### config.mk
export PLATFORM = sky130hd
export DESIGN_NAME = fp_div_bf16_seq
export DESIGN_NICKNAME = d
export VERILOG_FILES = /design/src/rtl/fp_div_bf16_seq.sv
export SDC_FILE = /design/constraint.sdc
export NUM_CORES = 1
export LEC_CHECK = 0
export BUFFER_PORTS_ARGS = -buffer_cell sky130_fd_sc_hd__buf_2
export CORE_MARGIN = 1.5
export CORE_UTILIZATION = 45
export CTS_CLUSTER_DIAMETER = 80
export DETAILED_ROUTE_END_ITERATION = 8
export HOLD_SLACK_MARGIN = 0.02
export PLACE_DENSITY = 0.69
export SLEW_MARGIN = 20
export SYNTH_ARGS = -nofsm -noshare
export SYNTH_HDL_FRONTEND = slang
export SYNTH_SLANG_ARGS = --single-unit
export TNS_END_PERCENT = 10
### constraint.sdc
create_clock -name clk -period 5.2 [get_ports clk]
set_clock_uncertainty 0.15 [all_clocks]
set_input_delay 0.26 -clock clk [delete_from_list [all_inputs] [get_ports clk]]
set_output_delay 0.26 -clock clk [all_outputs]
set_load 0.1 [all_outputs]
### src/rtl/fp_div_bf16_seq.sv
// fp_div_bf16_seq: sequential BF16 divider (A / B).
// Uses a restoring mantissa divider that produces one quotient bit per cycle,
// then applies round-to-nearest-even and flushes subnormals to zero.
// Latency is fixed: an operand pair accepted at edge T has out_valid sampled high
// at edge T+13. Throughput is one divide every 14 cycles.
// Optional feature: define FP_DIV_BF16_STATUS_EN to add the 5-bit status port
// {NV, DZ, OF, UF, NX}.
module fp_div_bf16_seq (
   input  logic        clk,
   input  logic        rst,
   input  logic        in_valid,
   output logic        in_ready,
   input  logic [15:0] inA,
   input  logic [15:0] inB,
   output logic        out_valid,
   input  logic        out_ready,
   output logic [15:0] out
`ifdef FP_DIV_BF16_STATUS_EN
   ,
   output logic [4:0]  status
`endif
);

   typedef enum logic [1:0] {S_IDLE, S_DIV, S_ROUND, S_DONE} state_t;

   state_t      state;
   logic        in_ready_q;
   logic        out_valid_q;
   logic [15:0] out_q;
   logic [3:0]  cnt;
   logic [8:0]  r;
   logic [7:0]  d;
   logic [10:0] q;
   logic        sign;
   logic [7:0]  ea;
   logic [7:0]  eb;
   logic        special;
   logic [15:0] spec_res;

   // Operand classification; subnormals (exponent 0) count as zero
   logic [7:0]  a_exp, b_exp;
   logic        a_zero, a_inf, a_nan, b_zero, b_inf, b_nan, sgn_in;
   logic        dec_special;
   logic [15:0] dec_res;

   // One restoring step
   logic        q_bit;
   logic [7:0]  r_sub;
   logic [8:0]  r_next;

   // Normalise / round / range check
   logic [7:0]        man;
   logic              guard, sticky, rnd;
   logic [8:0]        man_r;
   logic signed [9:0] e_pre, e_fin;
   logic [15:0]       rnd_res;

`ifdef FP_DIV_BF16_STATUS_EN
   logic [4:0] status_q;
   logic       spec_nv, spec_dz;
   logic       dec_nv, dec_dz;
   logic       rnd_of, rnd_uf, rnd_nx;
`endif

   assign a_exp  = inA[14:7];
   assign b_exp  = inB[14:7];
   assign a_zero = (a_exp == 8'd0);
   assign b_zero = (b_exp == 8'd0);
   assign a_inf  = (a_exp == 8'hFF) && (inA[6:0] == 7'd0);
   assign b_inf  = (b_exp == 8'hFF) && (inB[6:0] == 7'd0);
   assign a_nan  = (a_exp == 8'hFF) && (inA[6:0] != 7'd0);
   assign b_nan  = (b_exp == 8'hFF) && (inB[6:0] != 7'd0);
   assign sgn_in = inA[15] ^ inB[15];

   // Decode special operand combinations at accept time; these override the datapath
   always_comb begin
      // NOTE: every combinational output gets a default first, so no path can infer a latch.
      dec_special = 1'b1;
      dec_res     = 16'h0000;
`ifdef FP_DIV_BF16_STATUS_EN
      dec_nv      = 1'b0;
      dec_dz      = 1'b0;
`endif
      if (a_nan || b_nan || (a_zero && b_zero) || (a_inf && b_inf)) begin
         dec_res = 16'h7FC0;
`ifdef FP_DIV_BF16_STATUS_EN
         dec_nv  = 1'b1;
`endif
      end else if (b_zero && !a_inf) begin
         dec_res = {sgn_in, 15'h7F80};
`ifdef FP_DIV_BF16_STATUS_EN
         dec_dz  = 1'b1;
`endif
      end else if (a_inf) begin
         // inf / finite, including inf / 0, which is exact and raises no divide-by-zero
         dec_res = {sgn_in, 15'h7F80};
      end else if (a_zero || b_inf) begin
         dec_res = {sgn_in, 15'h0000};
      end else begin
         dec_special = 1'b0;
      end
   end

   // Restoring step: subtract when possible, then shift the partial remainder left
   always_comb begin
      q_bit  = (r >= {1'b0, d});
      r_sub  = q_bit ? 8'(r - {1'b0, d}) : r[7:0];
      r_next = {r_sub, 1'b0};
   end

   // Normalise the 11-bit quotient, round to nearest even and check the exponent range
   always_comb begin
      if (q[10]) begin
         man    = q[10:3];
         guard  = q[2];
         sticky = (|q[1:0]) | (|r);
      end else begin
         man    = q[9:2];
         guard  = q[1];
         sticky = q[0] | (|r);
      end
      e_pre = $signed({2'b00, ea}) - $signed({2'b00, eb}) + 10'sd127
              - (q[10] ? 10'sd0 : 10'sd1);
      rnd   = guard & (sticky | man[0]);
      man_r = {1'b0, man} + {8'd0, rnd};
      // A mantissa carry-out leaves 1.0000000, so the fraction bits are already zero
      e_fin = e_pre + (man_r[8] ? 10'sd1 : 10'sd0);
`ifdef FP_DIV_BF16_STATUS_EN
      rnd_of = 1'b0;
      rnd_uf = 1'b0;
      rnd_nx = guard | sticky;
`endif
      if (e_fin >= 10'sd255) begin
         rnd_res = {sign, 15'h7F80};
`ifdef FP_DIV_BF16_STATUS_EN
         rnd_of  = 1'b1;
         rnd_nx  = 1'b1;
`endif
      end else if (e_fin <= 10'sd0) begin
         rnd_res = {sign, 15'h0000};
`ifdef FP_DIV_BF16_STATUS_EN
         rnd_uf  = 1'b1;
         rnd_nx  = 1'b1;
`endif
      end else begin
         rnd_res = {sign, e_fin[7:0], man_r[6:0]};
      end
   end

   // Control FSM and datapath registers; reset aborts any divide in flight
   always_ff @(posedge clk) begin
      // NOTE: sequential state uses non-blocking assignments so every register samples pre-edge values.
      if (rst) begin
         state       <= S_IDLE;
         in_ready_q  <= 1'b1;
         out_valid_q <= 1'b0;
         out_q       <= 16'h0000;
         cnt         <= 4'd0;
         r           <= 9'd0;
         d           <= 8'd0;
         q           <= 11'd0;
         sign        <= 1'b0;
         ea          <= 8'd0;
         eb          <= 8'd0;
         special     <= 1'b0;
         spec_res    <= 16'h0000;
`ifdef FP_DIV_BF16_STATUS_EN
         status_q    <= 5'd0;
         spec_nv     <= 1'b0;
         spec_dz     <= 1'b0;
`endif
      end else begin
         case (state)
            S_IDLE: begin
               if (in_valid && in_ready_q) begin
                  sign       <= sgn_in;
                  ea         <= a_exp;
                  eb         <= b_exp;
                  r          <= {2'b01, inA[6:0]};
                  d          <= {1'b1, inB[6:0]};
                  q          <= 11'd0;
                  cnt        <= 4'd0;
                  special    <= dec_special;
                  spec_res   <= dec_res;
`ifdef FP_DIV_BF16_STATUS_EN
                  spec_nv    <= dec_nv;
                  spec_dz    <= dec_dz;
`endif
                  in_ready_q <= 1'b0;
                  state      <= S_DIV;
               end
            end
            S_DIV: begin
               r   <= r_next;
               q   <= {q[9:0], q_bit};
               cnt <= cnt + 4'd1;
               if (cnt == 4'd10) state <= S_ROUND;
            end
            S_ROUND: begin
               out_q       <= special ? spec_res : rnd_res;
`ifdef FP_DIV_BF16_STATUS_EN
               status_q    <= special ? {spec_nv, spec_dz, 3'b000}
                                      : {2'b00, rnd_of, rnd_uf, rnd_nx};
`endif
               out_valid_q <= 1'b1;
               state       <= S_DONE;
            end
            S_DONE: begin
               if (out_ready) begin
                  out_valid_q <= 1'b0;
                  in_ready_q  <= 1'b1;
                  state       <= S_IDLE;
               end
            end
            default: state <= S_IDLE;
         endcase
      end
   end

   assign in_ready  = in_ready_q;
   assign out_valid = out_valid_q;
   assign out       = out_q;
`ifdef FP_DIV_BF16_STATUS_EN
   assign status    = status_q;
`endif

endmodule

Yosys cells after proc, flatten, opt, wreduce, memory -nomap -nowiden
Index checks and enable logic that the tools add are counted.
{"block": "totals", "input_bits": 36, "elab_cells": 99, "output_inout_bits": 18, "register_bits": 86}
{"block": "op_classes", "n_mux": 32, "add_sub_neg": 7, "reduce_logical": 30, "magnitude_cmp": 3, "bitwise_logic": 5, "n_eq_ne": 9}
{"operator": "two-way mux 16 bit", "count": 5}
{"operator": "two-way mux 15 bit", "count": 2}
{"operator": "one-hot mux 11 bit (2 select lines)", "count": 1}
{"operator": "one-hot mux 9 bit (2 select lines)", "count": 1}
{"operator": "== test 8 bit, second input constant", "count": 2}
{"operator": "zero test 8 bit", "count": 2}
{"operator": "two-way mux 8 bit", "count": 2}
{"operator": "zero test 7 bit", "count": 2}
{"operator": "nonzero test 7 bit", "count": 2}
{"operator": "two-way mux 1 bit", "count": 11}
{"operator": "two-way mux 11 bit", "count": 1}
{"operator": "adder 10 x 2 -> 10 bit", "count": 1}
{"operator": "adder 9 x 8 -> 10 bit, second input constant", "count": 1}
{"operator": "greater-or-equal comparator 10 x 9 -> 1 bit, second input constant", "count": 1}
{"operator": "less-or-equal comparator 10 x 1 -> 1 bit, second input constant", "count": 1}
{"operator": "subtractor 10 x 2 -> 10 bit", "count": 1}
{"operator": "adder 8 x 1 -> 9 bit", "count": 1}
{"operator": "greater-or-equal comparator 9 x 8 -> 1 bit", "count": 1}
{"operator": "two-way mux 9 bit", "count": 1}
{"operator": "OR reduction 9 bit", "count": 1}
{"operator": "subtractor 8 x 8 -> 9 bit", "count": 1}
{"operator": "logical AND 1 bit", "count": 8}
{"operator": "one-hot mux 2 bit (4 select lines)", "count": 1}
{"operator": "one-hot mux 4 bit (2 select lines)", "count": 1}
{"operator": "other kinds (19)", "count": 35}

Depth between registers and ports, before layout
{"block": "depth", "ltp_word": 12, "ltp_mapped": 19, "mapped_depth_nobuf": 17}

Worst setup path after synthesis
No wires, ideal clock.
{"block": "synth_timing", "kind": "reg-to-reg", "from": "register q[10]", "to": "register out_q[1] (netlist: out[1])", "t_required_ns": 4.931, "period_less_slack_ns": 4.744, "path_stages_with_launch": 19, "path_slack_ns": 0.456, "setup_ns": 0.119, "arrival_ns": 4.475, "path_buffers": 2, "path_cell_list": "dfxtp_1 -> clkbuf_1 -> buf_1 -> nand2_1 -> a21boi_0 -> ha_1 -> nand2_1 -> or3b_2 -> nor2_1 -> fa_1 -> ha_1 -> inv_1 -> fa_1 -> inv_1 -> or4_1 -> or4_1 -> mux2i_1 -> nor3_1 -> a22o_1"}
{"block": "synth_via", "elab_chain_len": 10, "elab_cells_between_ends": 15, "cone_classes": "add/sub (3); order compare (2); mux (8); bitwise (2)"}
{"element": "start: declaration", "line_no": "33", "rtl": "logic [10:0] q;"}
{"element": "start signal: assignment", "line_no": "195", "rtl": "q <= {q[9:0], q_bit};"}
{"element": "two-way mux 1 bit / two-way mux 8 bit (equally long branches)", "line_no": "113", "rtl": "if (q[10]) begin"}
{"element": "OR 1 bit", "line_no": "124", "rtl": "rnd = guard & (sticky | man[0]);"}
{"element": "bitwise AND 1 bit", "line_no": "124"}
{"element": "adder 8 x 1 -> 9 bit", "line_no": "125", "rtl": "man_r = {1'b0, man} + {8'd0, rnd};"}
{"element": "two-way mux 1 bit", "line_no": "127", "rtl": "e_fin = e_pre + (man_r[8] ? 10'sd1 : 10'sd0);"}
{"element": "adder 10 x 2 -> 10 bit", "line_no": "127"}
{"element": "less-or-equal comparator 10 x 1 -> 1 bit", "line_no": "139", "rtl": "end else if (e_fin <= 10'sd0) begin"}
{"element": "two-way mux 15 bit", "line_no": "139"}
{"element": "two-way mux 15 bit *", "line_no": "133", "rtl": "if (e_fin >= 10'sd255) begin"}
{"element": "two-way mux 16 bit *", "line_no": "200", "rtl": "out_q <= special ? spec_res : rnd_res;"}
{"element": "end signal: assignment", "line_no": "200"}
{"element": "end: declaration", "line_no": "29", "rtl": "logic [15:0] out_q;"}
Mark *: on every way between the ends. The rest lies on a longest branch, timed or not.
A chain may end at the register's enable or synchronous reset.

Final worst setup path
Same ends and word-level chain as after synthesis.

==> results.ini <==
[synth]
yosysTopAreaCell=dfxtp_1
ys.flop_type=dfxtp_1
async_reset_ff_frac=0
yosysWarnings=0
synth_top_area_frac=0.334
syn_nets=626
syn_area_um2=4370
synth_edf_count=0
syn_inst=555
synth_area_leaders=dfxtp_1 33%, ha_1 8.9%, a21oi_1 7.7%
avgSynthCellArea_um2=7.88
ys_ff_latch=73
synthDistinctLibCells=50
yosysSeqAreaShare=0.334

[clock_network]
cts-htree-levels=3
clk_pin_slew_ns=0.09
ctsHoldBuffers=21
postCtsSetupBuffers=0
cts_sinks=73
cts_root_buffer=clkbuf_8
insertion_delay_ns=0.36
numCtsBuffers=9
clockBufferDepth=2
cts.repair.resized=0
cts_tree=built

[worst_setup_path]
arrival_ns=4.73
slowest_stage=dfxtp_1
crit_path_max_incr_delay_ns=0.64
cp_max_fo=15
worstSetupPathType=reg -> reg
critPathBufInv=1
cp_top_family=simple AND/OR/NAND/NOR gates
endpoint_kind=flop
crit_path_start_kind=flop
cp_cell_sequence=nand2_1 > a21boi_0 > ha_1 > nand2_1 > or3b_2 > nor2_1 > fa_1 > ha_1 > inv_1 > fa_1 > nand2b_1 > a211oi_1 > o21ai_0 > nand3b_1 > nand3_1 > nor3_1 > a22o_1
critical_path_required_ns=5.35

[placement]
place_congestion=0.915
dp.cells=716
dpl.hpwl_mm=7.53
port_buffers=53

[global_routing]
grt_use_met1=0.283
overflow=0
met3_usage=0.0297
grt_pass1_vias=3879
grt_pass1_wl_mm=17.7
grt.total_usage=0.214
top_usage_layer=met2
use_met2=0.343
antenna_found_initial=0
grt_max_degree=42

[route]
wl_per_cell_um=13.8
drt_iter0_drc=132
ant_nets=0
wl_mm=10.4
vias=4105
drtPass1Iterations=5
viasPerCell=5.45
drc=0

[sta]
min_period_ns=4.59
worst_slew_pin_slew_ns=0.917
whs_ns=0.0302
max_freq_mhz=218
period_share=0.882
finalSetupTns_ns=0
relSlewSlack=0.387
rsz0062_at_grt=no
hold_viol_final=0
final-setup-viol-count=0
slew_violations=0

[floorplan]
ios=54
chipWidth_um=102
start_util=0.469
rows=35
core-area_um2=9330
dieArea_um2=10300
fp.dieH_um=102

[cells_and_area]
nets=690
antenna_cells_inserted=0
drive_gt1_frac=0.123
stdcell_count=753
area_growth_pct=17.1

[hold_path]
hold_path.class=in -> reg

[power_and_ir_drop]
peakVddDrop_mv=0.405
p_leak_nw=2.05
power_per_cell_area_nw_per_um2=712

[status]
status=finished clean

[run]
max_cap_viol_count=0

[cell usage after synthesis (5+ instances only)]
| master | instances |
|---|---|
| clkbuf_1 | 19 |
| o22ai_1 | 9 |
| a22o_1 | 6 |
| mux2i_1 | 13 |
| dfxtp_1 | 73 |
| ha_1 | 31 |
| o21a_1 | 5 |
| buf_1 | 5 |
| nand2_1 | 68 |
| inv_1 | 39 |
| nor2_1 | 59 |
| nand4_1 | 7 |
| o21ai_0 | 21 |
| xor2_1 | 10 |
| nand3_1 | 8 |
| nor4_1 | 8 |
| xnor2_1 | 9 |
| a21oi_1 | 67 |
| a211oi_1 | 13 |
| nand2b_1 | 5 |
| a22oi_1 | 11 |
| a21o_1 | 9 |
[placed cells by master (no fill, tap or decap), types with 2 or more instances in the layout]
master	netlist	routed
inv_1	39	39
nand3_1	8	7
o31ai_1	3	3
a22oi_1	11	11
nor2b_1	4	4
o211ai_1	4	4
a221oi_1	4	4
xor2_1	10	10
a211oi_1	13	13
dlygate4sd3_1	0	21
nor3b_1	2	2
nor2_1	59	59
o21a_1	5	5
a2111oi_1	3	3
clkinvlp_4	0	3
nand4_1	7	7
ha_1	31	31
a31oi_1	3	3
and3_1	3	3
o22ai_1	9	9
dfxtp_1	73	73
or4_1	3	3
inv_6	0	2
a21o_1	9	9
nand2_1	68	68
a21oi_1	67	67
fa_1	4	4
a31o_1	3	3
nand2b_1	5	5
clkbuf_8	0	9
nor4_1	8	8
xnor2_1	9	9
buf_4	0	4
nor3_1	4	4
buf_2	0	53
o21ai_0	21	21
nand3b_1	3	3
a22o_1	6	6
a21boi_0	3	3
mux2i_1	13	13
[state kept, by name (all words and copies together), names as in the netlist]
register / cells
q: 11
d: 8
eb: 8
out_valid: 1
sign: 1
out: 16
in_ready: 1
ea: 8
state: 2
r: 9
spec_res: 3
special: 1
cnt: 4
[through the flow]
stage | setup WS, ns | power (mW) | util | instance area (um^2)
after floorplan | 0.456 | 2.77 | - | 4370
after global placement | 0.749 | 3.16 | 0.507 | 4730
final | 0.614 | 3.65 | 0.549 | 5120
after detailed placement | 0.618 | 3.21 | 0.507 | 4730
after CTS | 0.595 | 3.64 | 0.548 | 5110
after global routing | 0.274 | 3.99 | 0.549 | 5120
[worst paths after layout]
| kind | start | end | slack (ns) | depth (start not counted) |
|---|---|---|---|---|
| setup reg to reg | q[10]$_SDFFE_PP0P_ | out[1]$_SDFFE_PP0P_ | 0.61 | 17 |
| hold / removal | inA[8] | ea[1]$_SDFFE_PP0P_ | 0.03 | 3 |
| setup / recovery | q[10]$_SDFFE_PP0P_ | out[1]$_SDFFE_PP0P_ | 0.61 | 17 |
| hold reg to reg | d[6]$_SDFFE_PP0P_ | d[6]$_SDFFE_PP0P_ | 0.31 | 2 |
[cell families (layout without fill, tap and decap cells)]
kind of cell,after synthesis,after routing,share of synthesized area
and+or+nand+nor,178,178,0.182
AOI/OAI and AO/OA,172,172,0.250
xor gates and xnor gates,19,19,0.0381
muxes,14,14,0.0323
DFF,73,73,0.334
adders and majority gates,35,35,0.107
buffers and inverters,64,133,0.0567
[layout make-up]
type	count	area [um^2]
Clock buffer	9	124
Fill cell	878	4210
Timing Repair Buffer	78	505
Multi-Input combinational cell	418	2670
Clock inverter	7	53.8
Inverter	39	146
Sequential cell	73	1460
Tap cell	129	161
[per-layer routing]
metal  part of all wire  vias up  wire length (um)
met5                  0        -                 0
met4              0.018        0               190
met3              0.047       17               483
met2               0.45      120              4630
met1               0.49     1872              5080
li1                   -     2096                 -
[power breakdown]
part,switching (mW),internal [mW],leakage (nW)
logic,1.57,0.901,1.37
clock network,0.239,0.176,0.0822
registers,0.0911,0.674,0.594
[worst min-delay path: cells and delay by family]
kind	cells	cell delay, ns
AOI/OAI and AO/OA	1	0.05
and+or+nand+nor	1	0.06
buffers and inverters	1	0.12
No activity file was read; power rests on OpenSTA's default activity.
